## config.mk

```make
export PLATFORM = sky130hd
export DESIGN_NAME = dbl_sha_feeder_flat
export DESIGN_NICKNAME = d
export VERILOG_FILES = /design/src/rtl/dbl_sha_feeder_if.sv /design/src/rtl/dbl_sha_feeder.sv /design/src/flat_wrapper.sv
export SDC_FILE = /design/constraint.sdc
export NUM_CORES = 1
export LEC_CHECK = 0
export BUFFER_PORTS_ARGS = -buffer_cell sky130_fd_sc_hd__buf_2
export CORE_MARGIN = 4
export CORE_UTILIZATION = 36
export CTS_CLUSTER_SIZE = 10
export DETAILED_ROUTE_END_ITERATION = 12
export REMOVE_ABC_BUFFERS = 1
export SLEW_MARGIN = 20
export SYNTH_ARGS = -nofsm -noshare
export SYNTH_HDL_FRONTEND = slang
export SYNTH_SLANG_ARGS = --single-unit
```

## constraint.sdc

```tcl
create_clock -name clk -period 4.9 [get_ports clk]
set_input_delay 0.735 -clock clk [delete_from_list [all_inputs] [get_ports clk]]
set_output_delay 0.735 -clock clk [all_outputs]
set_load 0.005 [all_outputs]
```

## src/rtl/dbl_sha_feeder_if.sv

```systemverilog
// rtl/dbl_sha_feeder_if.sv - message word stream between the feeder and the SHA core input
interface dbl_sha_feeder_if #(
  parameter int WORD_W = 32
) ();
  logic              dbl_vld;
  logic [WORD_W-1:0] dbl_din;
  logic              dbl_last;
  logic              dbl_rdy;

  modport master (output dbl_vld, output dbl_din, output dbl_last, input dbl_rdy);
  modport slave  (input dbl_vld, input dbl_din, input dbl_last, output dbl_rdy);
endinterface

```

## src/rtl/dbl_sha_feeder.sv

```systemverilog
// rtl/dbl_sha_feeder.sv - second-pass feeder: captured digest streamed as a padded SHA block
module dbl_sha_feeder #(
  parameter int WORD_W = 32,
  parameter int HASH_W = 256,
  parameter int BLK_W  = 512
) (
  input  logic              clk,
  input  logic              rst,
  input  logic              done,
  input  logic [HASH_W-1:0] hash,
  input  logic              reg_dbl,
  input  logic              mode_raw,
  input  logic              err_clr,
  dbl_sha_feeder_if.master  bus,
  output logic              dbl_busy,
  output logic              dbl_fin,
  output logic              err_ovr,
  output logic              err_nohash
);
  localparam int HW = HASH_W / WORD_W;
  localparam int NW = BLK_W / WORD_W;
  localparam int CW = $clog2(NW);

  localparam logic [0:0] IDLE = 1'b0;
  localparam logic [0:0] SEND = 1'b1;

  localparam logic [CW:0] LAST_FULL = (CW+1)'(NW - 1);
  localparam logic [CW:0] LAST_RAW  = (CW+1)'(HW - 1);

  logic [0:0]        state;
  logic [CW-1:0]     cnt;
  logic [HASH_W-1:0] hash_r;
  logic              hv;
  logic              raw_r;
  logic              vld_r;
  logic [WORD_W-1:0] din_r;
  logic              last_r;
  logic              fin_r;
  logic              ovr_r;
  logic              nohash_r;

  logic [CW:0]       nxt;
  logic [CW:0]       last_idx;
  logic              hs;
  logic [HASH_W-1:0] start_src;

  // Block word at a given index: digest words MSB first, then the 1-bit pad, zeros, bit length.
  function automatic logic [WORD_W-1:0] word_of(input logic [CW:0] idx,
                                                input logic [HASH_W-1:0] h);
    logic [WORD_W-1:0] w;
    w = '0;
    for (int i = 0; i < HW; i++) begin
      if (idx == (CW+1)'(i)) w = h[HASH_W-1-i*WORD_W -: WORD_W];
    end
    if (idx == (CW+1)'(HW)) w = {1'b1, {(WORD_W-1){1'b0}}};
    else if (idx == LAST_FULL) w = WORD_W'(HASH_W);
    return w;
  endfunction

  // Next index, final index for the latched mode, handshake, and digest used at start.
  always_comb begin
    nxt       = (CW+1)'(cnt) + (CW+1)'(1);
    last_idx  = raw_r ? LAST_RAW : LAST_FULL;
    hs        = vld_r && bus.dbl_rdy;
    start_src = done ? hash : hash_r;
  end

  // Controller and registered output word: the next word is prepared on each handshake.
  always_ff @(posedge clk) begin
    if (rst) begin
      state  <= IDLE;
      cnt    <= '0;
      hash_r <= '0;
      hv     <= 1'b0;
      raw_r  <= 1'b0;
      vld_r  <= 1'b0;
      din_r  <= '0;
      last_r <= 1'b0;
      fin_r  <= 1'b0;
    end else begin
      fin_r <= 1'b0;
      case (state)
        IDLE: begin
          if (done) begin
            hash_r <= hash;
            hv     <= 1'b1;
          end
          if (reg_dbl && (hv || done)) begin
            state  <= SEND;
            cnt    <= '0;
            raw_r  <= mode_raw;
            vld_r  <= 1'b1;
            din_r  <= word_of('0, start_src);
            last_r <= mode_raw && (HW == 1);
          end
        end
        default: begin
          if (hs) begin
            if (last_r) begin
              state  <= IDLE;
              hv     <= 1'b0;
              vld_r  <= 1'b0;
              din_r  <= '0;
              last_r <= 1'b0;
              fin_r  <= 1'b1;
            end else begin
              cnt    <= nxt[CW-1:0];
              din_r  <= word_of(nxt, hash_r);
              last_r <= (nxt == last_idx);
            end
          end
        end
      endcase
    end
  end

  // Sticky error flags; a set event in the same cycle as err_clr wins.
  always_ff @(posedge clk) begin
    if (rst) begin
      ovr_r    <= 1'b0;
      nohash_r <= 1'b0;
    end else begin
      if (err_clr) begin
        ovr_r    <= 1'b0;
        nohash_r <= 1'b0;
      end
      if (state == SEND && done) ovr_r <= 1'b1;
      if (state == IDLE && reg_dbl && !hv && !done) nohash_r <= 1'b1;
    end
  end

  assign bus.dbl_vld  = vld_r;
  assign bus.dbl_din  = din_r;
  assign bus.dbl_last = last_r;
  assign dbl_busy     = (state == SEND);
  assign dbl_fin      = fin_r;
  assign err_ovr      = ovr_r;
  assign err_nohash   = nohash_r;
endmodule
```

## src/flat_wrapper.sv

```systemverilog
// flat-port wrapper written by rule: the top's interface ports become plain ports
module dbl_sha_feeder_flat 
#(
  parameter int WORD_W = 32,
  parameter int HASH_W = 256,
  parameter int BLK_W  = 512
)
  (clk, rst, done, hash, reg_dbl, mode_raw, err_clr, dbl_busy, dbl_fin, err_ovr, err_nohash, bus_dbl_vld, bus_dbl_din, bus_dbl_last, bus_dbl_rdy);
  dbl_sha_feeder_if #(.WORD_W(WORD_W)) bus_i ();
  input  logic clk;
  input  logic rst;
  input  logic done;
  input  logic [HASH_W-1:0] hash;
  input  logic reg_dbl;
  input  logic mode_raw;
  input  logic err_clr;
  output logic dbl_busy;
  output logic dbl_fin;
  output logic err_ovr;
  output logic err_nohash;
  output wire logic [$bits(bus_i.dbl_vld)-1:0] bus_dbl_vld;
  output wire logic [$bits(bus_i.dbl_din)-1:0] bus_dbl_din;
  output wire logic [$bits(bus_i.dbl_last)-1:0] bus_dbl_last;
  input wire logic [$bits(bus_i.dbl_rdy)-1:0] bus_dbl_rdy;
  assign bus_dbl_vld = bus_i.dbl_vld;
  assign bus_dbl_din = bus_i.dbl_din;
  assign bus_dbl_last = bus_i.dbl_last;
  assign bus_i.dbl_rdy = bus_dbl_rdy;
  dbl_sha_feeder #(.WORD_W(WORD_W), .HASH_W(HASH_W), .BLK_W(BLK_W)) u_core (.clk(clk), .rst(rst), .done(done), .hash(hash), .reg_dbl(reg_dbl), .mode_raw(mode_raw), .err_clr(err_clr), .bus(bus_i), .dbl_busy(dbl_busy), .dbl_fin(dbl_fin), .err_ovr(err_ovr), .err_nohash(err_nohash));
endmodule
```

# --- Word level (Yosys, flattened, before mapping) ---
# Index checks and enable logic that the tools add are counted.
# W data, S select, Z words.
totals:
  ff_bits: 300
  input_bits: 263
  output_inout_bits: 38
  elab_cells: 87
classes:
  add_sub_neg: 1
  n_eq_ne: 13
  n_mux: 38
  bitwise: 2
  reduce_logical: 21
op_table:
  columns: ["op", "n"]
  rows:
  - ["$mux W32", 14]
  - ["$mux W256", 1]
  - ["$eq A5 B3 Y1 const B", 4]
  - ["$mux W4", 5]
  - ["$mux W1", 18]
  - ["$eq A5 B2 Y1 const B", 2]
  - ["$eq A5 B4 Y1 const B", 2]
  - ["$reduce_and A3 Y1", 3]
  - ["$reduce_bool A2 Y1", 4]
  - ["$logic_and A1 B1 Y1", 6]
  - ["$ne A2 B2 Y1 const B", 3]
  - ["$reduce_and A2 Y1", 3]
  - ["$add A4 B1 Y5 const B", 1]
  - ["$eq A5 B1 Y1 const B", 1]
  - ["$eq A5 B5 Y1", 1]
  - ["$logic_not A5 Y1", 1]
  - ["$reduce_or A3 Y1", 1]
  - ["$logic_not A1 Y1", 2]
  - ["$not A1 Y1", 2]
  - ["$logic_or A1 B1 Y1", 1]

# --- Logic depth before layout (Yosys ltp) ---
# Gate-level depths: netlist of the first run.
logic_depth:
  ltp_word: 15
  depth_mapped: 11
  mapped_depth_nobuf: 8

# --- Worst setup path after synthesis of the first run ---
# No wires, ideal clock.
synth_timing:
  kind: "input-to-reg"
  from: "input done"
  to: "register u_core.din_r[0], in the netlist u_core.bus.dbl_din[0]"
  setup_time_ns: 0.079
  arrival_time_ns: 1.910
  t_required_ns: 4.821
  setup_slack_ns: 2.911
  path_stages: 9
  path_buffers: 3
  cell_sequence: "buf_6 o21ai_4 nor2_4 a31o_1 buf_4 o21ai_2 buf_2 nor3_1 a211oi_2"
synth_via:
  elab_chain_len: 4
  word_cells_on_any_way: 7
  cone_classes: "mux (3); reduce/logical (4)"
synth_lines:
  columns: ["element", "line", "source"]
  rows:
  - ["start, declared", "flat_wrapper.sv:12", "input logic done;"]
  - ["$logic_or A1 B1 Y1", "dbl_sha_feeder.sv:88", "if (reg_dbl && (hv || done)) begin"]
  - ["$logic_and A1 B1 Y1", "dbl_sha_feeder.sv:88", null]
  - ["$reduce_bool A2 Y1 (no line)", null, null]
  - ["$reduce_and A2 Y1 (no line)", null, null]
  - ["end signal, assigned", "dbl_sha_feeder.sv:93", "din_r <= word_of('0, start_src);"]
  - ["end signal, assigned", "dbl_sha_feeder.sv:108", "din_r <= word_of(nxt, hash_r);"]
  - ["end, declared", "dbl_sha_feeder.sv:36", "logic [WORD_W-1:0] din_r;"]
# Parallel ways exist; a longest one is shown, timed or not. The select of a mux whose other input is x is not followed.
# A chain may end at the register's enable or synchronous reset.

# --- Worst setup path in the final report of the first run ---
layout_timing:
  from: "register u_core.cnt[0]"
  to: "register u_core.din_r[17], in the netlist u_core.bus.dbl_din[17]"
layout_via:
  elab_chain_len: 15
  word_cells_on_any_way: 24
  cone_classes: "add/sub (1); eq/ne (9); mux (13); reduce/logical (1)"
layout_lines:
  columns: ["element", "line", "source"]
  rows:
  - ["start, declared", "dbl_sha_feeder.sv:31", "logic [CW-1:0] cnt;"]
  - ["start signal, assigned", "dbl_sha_feeder.sv:107", "cnt <= nxt[CW-1:0];"]
  - ["$add A4 B1 Y5 (*)", "dbl_sha_feeder.sv:62", "nxt = (CW+1)'(cnt) + (CW+1)'(1);"]
  - ["$logic_not A5 Y1", "dbl_sha_feeder.sv:53", "if (idx == (CW+1)'(i)) w = h[HASH_W-1-i*WORD_W -: WORD_W];"]
  - ["$mux W32 (8 in a row)", "dbl_sha_feeder.sv:53", null]
  - ["$mux W32", "dbl_sha_feeder.sv:56", "else if (idx == LAST_FULL) w = WORD_W'(HASH_W);"]
  - ["$mux W32 (*)", "dbl_sha_feeder.sv:55", "if (idx == (CW+1)'(HW)) w = {1'b1, {(WORD_W-1){1'b0}}};"]
  - ["$mux W32 (*)", "dbl_sha_feeder.sv:99", "if (last_r) begin"]
  - ["$mux W32 (*)", "dbl_sha_feeder.sv:98", "if (hs) begin"]
  - ["$mux W32 (*)", "dbl_sha_feeder.sv:82", "case (state)"]
# Mark *: on every way between the ends. The rest lies on a longest branch, timed or not. The select of a mux whose other input is x is not followed.

==> results of run 1 <==
## logic make-up (layout without fill, tap and decap cells)
group | count (synthesis) | count (layout) | synth area share
compound gates | 540 | 540 | 0.242
xor+xnor | 2 | 2 | 0.00123
fa+ha+maj | 5 | 5 | 0.00440
buf+inv | 176 | 379 | 0.0568
flops | 300 | 300 | 0.423
mux | 32 | 32 | 0.0225
other cells | 0 | 1 | 0
simple gates | 871 | 871 | 0.251
## area by class of cell
class / instances / share of cell area
antenna: 1 / 0.000147
inverter: 8 / 0.00177
multi-input combinational: 1450 / 0.441
clock buffer: 50 / 0.0634
sequential: 300 / 0.353
clock inverter: 2 / 0.000810
timing repair buffer: 319 / 0.102
tap: 518 / 0.0381
## state kept, by name (all words and copies together) (netlist names)
name                 count
u_core.raw_r             1
u_core.hv                1
u_core.bus.dbl_vld       1
u_core.err_ovr           1
u_core.cnt               4
u_core.hash_r          256
u_core.dbl_busy          1
u_core.err_nohash        1
u_core.dbl_fin           1
u_core.bus.dbl_last      1
u_core.bus.dbl_din      32
## cell usage after synthesis (10+ instances only)
cell type	instances
nand2_1	641
dfxtp_1	300
a21oi_1	272
nor2_1	111
clkbuf_1	92
o21ai_0	64
nor2b_1	63
buf_2	51
nor3_1	33
a211oi_1	32
mux2i_1	32
a221oi_1	31
o211ai_1	31
o22ai_1	31
a211o_1	30
a211oi_2	30
buf_1	10
## final timing paths
kind / cells after the start / endpoint / start / slack (ps)
min: 3 / u_core.hash_r[135] / hash[135] / 440
max: 7 / u_core.bus.dbl_din[17] / u_core.cnt[0] / 1740
max reg2reg: 7 / u_core.bus.dbl_din[17] / u_core.cnt[0] / 1740
min reg2reg: 2 / u_core.hash_r[73] / u_core.hash_r[73] / 450
## placed cells by master (no fill, tap or decap), types with 2 or more instances in the layout
cell | synthesis | routed
a211o_1 | 30 | 30
a211oi_1 | 32 | 32
a211oi_2 | 30 | 30
a21oi_1 | 272 | 272
a221oi_1 | 31 | 31
a22oi_1 | 3 | 3
buf_12 | 0 | 4
buf_2 | 51 | 298
buf_4 | 8 | 15
clkbuf_1 | 92 | 5
clkbuf_16 | 0 | 39
clkbuf_8 | 0 | 6
dfxtp_1 | 300 | 299
ha_4 | 0 | 4
inv_1 | 8 | 8
mux2i_1 | 32 | 32
nand2_1 | 641 | 641
nand2b_1 | 4 | 3
nand3_1 | 5 | 4
nand4_1 | 2 | 2
nor2_1 | 111 | 110
nor2_4 | 1 | 2
nor2b_1 | 63 | 62
nor3_1 | 33 | 33
nor4_4 | 2 | 2
o211ai_1 | 31 | 31
o21ai_0 | 64 | 64
o21ai_1 | 2 | 2
o21ai_4 | 1 | 3
o22ai_1 | 31 | 31
or3_1 | 2 | 2
xnor2_1 | 2 | 2
## power by group through the flow
stage	clock, W	combinational [W]	sequential, W
after floorplan	0	0.000535	0.00273
after global placement	0	0.000832	0.00276
after detailed placement	0	0.000854	0.00276
after CTS	0.00258	0.000857	0.00271
after global routing	0.00266	0.000957	0.00273
final	0.00252	0.000855	0.00272
## critical path: stages, from the launching register on
cell and delay [ps]:
dfxtp_1 560, inv_1 200, ha_4 400, nor3b_1 260, nor4_4 880, buf_4 390
o21ai_0 160, a211oi_2 210
## through the flow
stage | util | std cells
floorplan | - | 1758
global placement | 0.409 | 2594
detailed placement | 0.410 | 2595
CTS | 0.438 | 2647
global route | 0.438 | 2648
finish | 0.438 | 2648
## per-layer routing
metal  routed length (um)  GRT usage
met1                21400      0.296
met3                 3760     0.0395
met5                    0          0
met4                 1080     0.0623
met2                22000      0.348
==> impl_metrics.json, run 1 <==
{
  "status": "completed",
  "chipWidth_um": 207,
  "path_clk_slew_ps": 60,
  "syn2layout_area_growth_pct": 19.6,
  "fin_hold_ws_ps": 444,
  "dpl.hpwl_mm": 30.2,
  "synth-edff-count": 0,
  "dpl_cell_area_um2": 15900,
  "h-tree-depth": 2,
  "startpoint_type": "register",
  "comb_power_share": 0.140,
  "pin_count": 301,
  "grt_setup_unrepaired": "false",
  "multiInputGateArea_um2": 7490,
  "yosysWarnings": 0,
  "irDropWorstVdd_v": 0.000194,
  "setup_ws_ps": 1740,
  "preCtsSetupSlack_ps": 1710,
  "drc": 0,
  "p_clk_frac": 0.414,
  "fmax_ghz": 0.316,
  "arrival_ps": 3600,
  "gp_congestion": 0.802,
  "synth_area_leader_cell": "dfxtp_1",
  "grt_max_degree": 174,
  "yosysUniqueCellTypes": 50,
  "synth_flop_cell": "dfxtp_1",
  "grt_overflow": 0,
  "cellInternalPower_w": 0.00445,
  "drt_iter0_drc": 1010,
  "power_density_nw_per_um2": 358,
  "core_area_um2": 38800,
  "syn_avg_cell_area_um2": 7.38,
  "ys_ff_latch": 300,
  "switching_share": 0.269,
  "cts_tree": "built",
  "clock_skew_ps": 14.9,
  "start_util": 0.366,
  "p_seq_frac": 0.446,
  "final_cell_area_um2": 17000,
  "path_class": "reg -> reg",
  "dr.pass1.iters": 7,
  "cp-end-kind": "register",
  "period_minus_slack_ps": 3160,
  "core.rowCount": 72,
  "worst_skew_pair.late_latency_ps": 530,
  "hold_viol": 0,
  "switchingPower_w": 0.00164,
  "crit_required_ps": 5340,
  "finalSetupTns_ps": 0,
  "ys_top_cells_by_area": "dfxtp_1, nand2_1, a21oi_1, nor2_1, nor2b_1",
  "antenna_found_initial": 1,
  "ys_seq_area_frac": 0.423,
  "synth_top_area_share": 0.423,
  "grt_pass1_vias": 13549,
  "grt_pass1_wl_mm": 73.4,
  "nets": 2384,
  "postRouteAntennaNets": 0,
  "routed_wl_mm": 48.3,
  "track_usage": 0.215,
  "io_buffers": 300,
  "hp-class": "in -> reg",
  "post_cts_buffers": 0,
  "holdBufCountCts": 0,
  "drive_gt1_frac": 0.196,
  "regArea_um2": 6010,
  "setup_viol": 0,
  "die_area_um2": 42700,
  "wl_per_cell_um": 18.2,
  "cts_resized": 0,
  "report.power.total_w": 0.00609,
  "via_count": 14056,
  "ctsLongestPathBuffers": 3,
  "syn_area_um2": 14200,
  "cts.sinks": 300,
  "maxCapViolCount": 0,
  "synth_cells": 1926,
  "worstPathMaxFanout": 51,
  "slew_headroom": 0.289,
  "tightestPinTransition_ps": 1060,
  "die_h_um": 207,
  "detail_route.vias_per_cell": 5.31,
  "synthArstFlopShare": 0,
  "fillers": 3992,
  "cts_buffers": 37,
  "maxSlewViolCount": 0,
  "cts_root_buf": "clkbuf_16",
  "leakagePower_nw": 6.70,
  "finalCritPeriodShare": 0.645
}
No activity file was read; power rests on OpenSTA's default activity.
==> run 2: changes to the inputs <==
clock period = 2.6 ns   (was 4.9 ns; I/O delays follow)
==> run 2 against run 1 <==
Effect of this change: sequential power rose by 88%; fmax rose by 36%; core utilization rose by 0.92 points; clock skew fell by 1.6 ps; critical path type unchanged; worst setup slack got worse by 1500 ps; critical endpoint is now u_core.bus.dbl_din[13]; count of clock-buffer cells in the layout rose by 1; sequential share of layout area fell by 0.73 points.
==> impl_metrics.json, run 2 (same netlist as run 1, synthesis figures left out) <==
{
  "status": "completed",
  "detail_route.vias_per_cell": 5.29,
  "arrival_ps": 2720,
  "regMostFlops": "u_core.hash_r",
  "cts_resized": 0,
  "largest_reg_flops": 256,
  "dp_cells": 2633,
  "cts_tree": "built",
  "final_cell_area_um2": 17400,
  "hp-class": "in -> reg",
  "setup_viol": 0,
  "path_clk_slew_ps": 60,
  "worst_skew_pair.late_latency_ps": 520,
  "stdcell_count": 2687,
  "routed_wl_mm": 49.0,
  "finalCritPeriodShare": 0.897,
  "holdBufCountCts": 0,
  "path_class": "reg -> reg",
  "irDropWorstVdd_v": 0.000410,
  "maxSlewViolCount": 0,
  "drc": 0,
  "io_buffers": 300,
  "cts_buffers": 37,
  "wl_per_cell_um": 18.2,
  "syn2layout_area_growth_pct": 22.1,
  "cts_root_buf": "clkbuf_16",
  "core.rowCount": 72,
  "grt_max_degree": 101,
  "track_usage": 0.220,
  "drive_gt1_frac": 0.209,
  "setup_ws_ps": 267,
  "final_common_cell": "nand2_1",
  "grt_pass1_vias": 13648,
  "grt_pass1_wl_mm": 74.7,
  "mostFrequentLayoutCells": "nand2_1, dfxtp_1, buf_2, a21oi_1, nor2_1",
  "final_util": 0.447,
  "start_util": 0.366,
  "grt_overflow": 0,
  "tightestPinTransition_ps": 639,
  "via_count": 14226,
  "startpoint_type": "register",
  "nets": 2422,
  "cp-end-kind": "register",
  "dpl_cell_area_um2": 16300,
  "maxCapViolCount": 0,
  "core_area_um2": 38800,
  "clock_skew_ps": 13.3,
  "ctsLongestPathBuffers": 3,
  "fmax_ghz": 0.429,
  "power_density_nw_per_um2": 664,
  "postRouteAntennaNets": 0,
  "antenna_found_initial": 3,
  "gp_congestion": 0.834,
  "dpl.hpwl_mm": 33.1,
  "h-tree-depth": 2,
  "dr.pass1.iters": 5,
  "chipWidth_um": 207,
  "pin_count": 301,
  "die_h_um": 207,
  "leakagePower_nw": 6.91,
  "drt_iter0_drc": 889,
  "post_cts_buffers": 0,
  "die_area_um2": 42700,
  "fin_hold_ws_ps": 105,
  "cts.sinks": 300,
  "worstPathMaxFanout": 15,
  "hold_viol": 0,
  "fillers": 3971,
  "crit_required_ps": 2990,
  "slew_headroom": 0.574,
  "period_minus_slack_ps": 2330,
  "preCtsSetupSlack_ps": 270,
  "grt_setup_unrepaired": "false"
}
## run 2: changes by cell type in the layout (fill, tap and decap cells not counted), sizes merged
cell    delta
buf       +38
clkbuf     +1
## run 2: critical path, cell delays in order, from the launching register on
cell	delay, ps
dfxtp_1	540
ha_1	340
nor2_1	120
o21ai_4	420
buf_4	380
o22ai_1	120
nor3_1	210
a211oi_2	70
## run 2: through the flow
stage | power, W | TNS (ps)
6_report | 0.0115 | 0
5_1_grt | 0.0120 | 0
4_1_cts | 0.0116 | 0
3_5_place_dp | 0.00687 | 0
3_3_place_gp | 0.00684 | 0
2_1_floorplan | 0.00616 | -1804170
## run 2: final timing paths
path                          start                      to  slack (ps)  cells after the start
setup / recovery      u_core.cnt[1]  u_core.bus.dbl_din[13]         270                      7
setup reg to reg      u_core.cnt[1]  u_core.bus.dbl_din[13]         270                      7
hold reg to reg   u_core.hash_r[16]       u_core.hash_r[16]         450                      2
hold / removal             hash[91]       u_core.hash_r[91]         110                      3
## run 2: metal layers
layer	part of all wire	wire, um	vias up	global-route usage
met5	0.00078	38	-	0
met1	0.44	21700	6596	0.298
met4	0.029	1440	6	0.0692
li1	-	-	7000	-
met2	0.45	22200	525	0.356
met3	0.072	3530	99	0.0422
## run 2: final cells by class
type	count	area, um^2	share of cell area
Antenna cell	1	2.50	0.000144
Clock buffer	51	1070	0.0617
Clock inverter	2	13.8	0.000793
Inverter	8	30.0	0.00173
Timing Repair Buffer	357	2090	0.121
Multi-Input combinational cell	1450	7490	0.432
Tap cell	518	648	0.0373
Sequential cell	300	6010	0.346
## run 2: power breakdown
group / switching (W) / internal (W)
registers: 0.000200 / 0.00491
logic: 0.000987 / 0.000673
clock network: 0.00191 / 0.00283
==> run 3: changes to the inputs <==
ABC_AREA = 1   (was not set)
==> run 3 against run 2 <==
Effect of this change: combinational power down 4%; global-route usage fell by 0.24 points; largest cell class unchanged; non-clock buffer count decreased by 22; critical path type unchanged; register-to-register slack about the same; first-iteration DRC count rose by 19%; highest routed layer is now met4; sequential power up 1%; flip-flop and latch count did not move; synthesized cell count rose by 7.8%; critical endpoint is now u_core.bus.dbl_din[14]; total power fell by 2.6%; via count decreased by 0.87%.
==> impl_metrics.json, run 3 <==
{
  "status": "completed",
  "start_util": 0.366,
  "pin_count": 301,
  "track_usage": 0.218,
  "drive_gt1_frac": 0.174,
  "via_count": 14102,
  "preCtsSetupSlack_ps": 46.8,
  "grt_overflow": 0,
  "final_common_cell": "o21ai_0",
  "path_class": "reg -> reg",
  "finalCritPeriodShare": 0.896,
  "power_density_nw_per_um2": 670,
  "setup_ws_ps": 270,
  "routed_wl_mm": 47.1,
  "final_util": 0.443,
  "ys_seq_area_frac": 0.434,
  "setup_viol": 0,
  "core_area_um2": 37800,
  "stdcell_count": 2823,
  "ff2ff_path_depth": 16,
  "worstPathMaxFanout": 16,
  "slew_headroom": 0.472,
  "hp-class": "in -> reg",
  "chipWidth_um": 204,
  "dp_cells": 2776,
  "syn_area_um2": 13800,
  "period_minus_slack_ps": 2330,
  "postRouteAntennaNets": 0,
  "ctsLongestPathBuffers": 3,
  "drt_iter0_drc": 1055,
  "synth_top_area_share": 0.434,
  "ys_top_cells_by_count": "o21ai_0, nand2_1, dfxtp_1",
  "yosysWarnings": 0,
  "die_area_um2": 41600,
  "yosysUniqueCellTypes": 25,
  "die_h_um": 204,
  "max_stage_delay_ps": 360,
  "detail_route.vias_per_cell": 5.00,
  "worst_path_most_repeated_cell": "nand2_1",
  "clock_skew_ps": 17.3,
  "worst_skew_pair.late_latency_ps": 540,
  "synth_area_leader_cell": "dfxtp_1",
  "hp-start": "hash[191]",
  "nets": 2571,
  "core.rowCount": 71,
  "maxSlewViolCount": 0,
  "cts_root_buf": "clkbuf_16",
  "io_buffers": 300,
  "synthArstFlopShare": 0,
  "path_buf_inv": 4,
  "path_delay_family": "buffers and inverters",
  "rrSetupSlack_ps": 270,
  "synth_most_common_cell": "o21ai_0",
  "syn2layout_area_growth_pct": 21.0,
  "synth-edff-count": 0,
  "wl_per_cell_um": 16.7,
  "path_cells": "ha_1 -> inv_1 -> nand2_1 -> nand2_2 -> inv_4 -> nand3_2 -> clkinv_2 -> buf_4 -> nand2_1 -> nand3_1 -> nand2_1 -> nand3_1 -> nand2_1 -> nand2_1 -> nand2_1 -> a21oi_1",
  "dr.pass1.iters": 5,
  "tightestPinTransition_ps": 792,
  "maxCapViolCount": 0,
  "mostFrequentLayoutCells": "o21ai_0, nand2_1, buf_2, dfxtp_1, inv_1",
  "path_clk_slew_ps": 60,
  "rr_endpoint": "u_core.bus.dbl_din[14]",
  "worst_path_max_delay_cell": "dfxtp_2",
  "cp-end-kind": "register",
  "drc": 0,
  "cts_buffers": 36,
  "antenna_found_initial": 0,
  "path_depth": 16,
  "startpoint": "u_core.cnt[0]",
  "hold_viol": 0,
  "leakagePower_nw": 7.75,
  "arrival_ps": 2750,
  "multiInputGateArea_um2": 6150,
  "h-tree-depth": 2,
  "cts.sinks": 300,
  "synth_cells": 2077,
  "regArea_um2": 6010,
  "startpoint_type": "register",
  "gp_congestion": 0.807,
  "syn_avg_cell_area_um2": 6.66,
  "grt_max_degree": 97,
  "crit_required_ps": 3020,
  "grt_setup_unrepaired": "false",
  "grt_pass1_wl_mm": 72.5,
  "dpl.hpwl_mm": 30.1,
  "ys_ff_latch": 300,
  "r2r-start": "u_core.cnt[0]",
  "irDropWorstVdd_v": 0.000380,
  "holdBufCountCts": 0,
  "cp-endpoint": "u_core.bus.dbl_din[14]",
  "regMostFlops": "u_core.hash_r",
  "fillers": 4042,
  "largest_reg_flops": 256,
  "cts_tree": "built",
  "synth_flop_cell": "dfxtp_1",
  "grt_pass1_vias": 13328,
  "fmax_ghz": 0.429,
  "ys_top_cells_by_area": "dfxtp_1, o21ai_0, nand2_1, a21oi_1, inv_1"
}
==> run 3: changes by cell type in the layout (fill, tap and decap cells not counted), sizes merged, moves of 32 or more <==
cell    change
o21ai     +320
nand2     -278
inv       +276
nor2      +106
nand3      +92
nor2b      -63
a211oi     -62
mux2i      -32
o211ai     -32
==> run 3: what timing repair did <==
| item | CTS | global route |
|---|---|---|
| setup buffers | 0 | 0 |
| endpoints found under the setup margin | 0 | 32 |
| gates resized for setup | 0 | 6 |
==> run 3: metrics by stage <==
step	setup TNS, ps	area (um^2)	total power (W)	hold WS (ps)
CTS	0	16700	0.0113	56.0
global route	0	16700	0.0118	80.0
finish	0	16700	0.0112	76.1
global placement	0	15700	0.00683	439
floorplan	-1473350	13200	0.00619	427
detailed placement	0	15700	0.00686	442
==> run 3: cell families after synthesis <==
group,share of synthesized area
simple gates,0.203
compound gates,0.235
buf+inv,0.123
fa+ha+maj,0.00452
flops,0.434
==> run 3: worst min-delay path by stage <==
stage / end / slack (ps) / cells past startpoint
CTS: u_core.hash_r[113] / 60 / 3
finish: u_core.hash_r[191] / 80 / 3
global placement: u_core.hash_r[62] / 440 / 2
floorplan: u_core.hash_r[127] / 430 / 2
detailed placement: u_core.hash_r[51] / 440 / 2
global route: u_core.hash_r[191] / 80 / 3
==> run 3: power by group <==
part           internal, W  switching, W  total [W]  leakage [nW]
registers          0.00501      0.000169    0.00518          2.49
clock network      0.00260       0.00185    0.00444         0.479
logic             0.000590      0.000999    0.00159          4.78
==> run 3: worst register-to-register path: cells and delay by family, from the launching register on <==
kind | cells | cell delay, ps
compound gates | 1 | 60
fa+ha+maj | 1 | 240
buf+inv | 4 | 770
flops | 1 | 360
simple gates | 10 | 780
==> run 3: per-layer routing <==
metal,track usage,wire (um),up-vias
met3,0.0349,3650,82
met2,0.340,20600,511
met5,0,0,-
met1,0.309,21600,6446
met4,0.0692,1250,0
li1,-,-,7063
==> run 3: cell type report <==
type,count,area share
multi-input cells,1344,0.367
well taps,511,0.0382
inverters,286,0.0654
flip-flops and latches,300,0.359
diodes,1,0.000149
repair buffers,335,0.111
clock buffers,46,0.0585
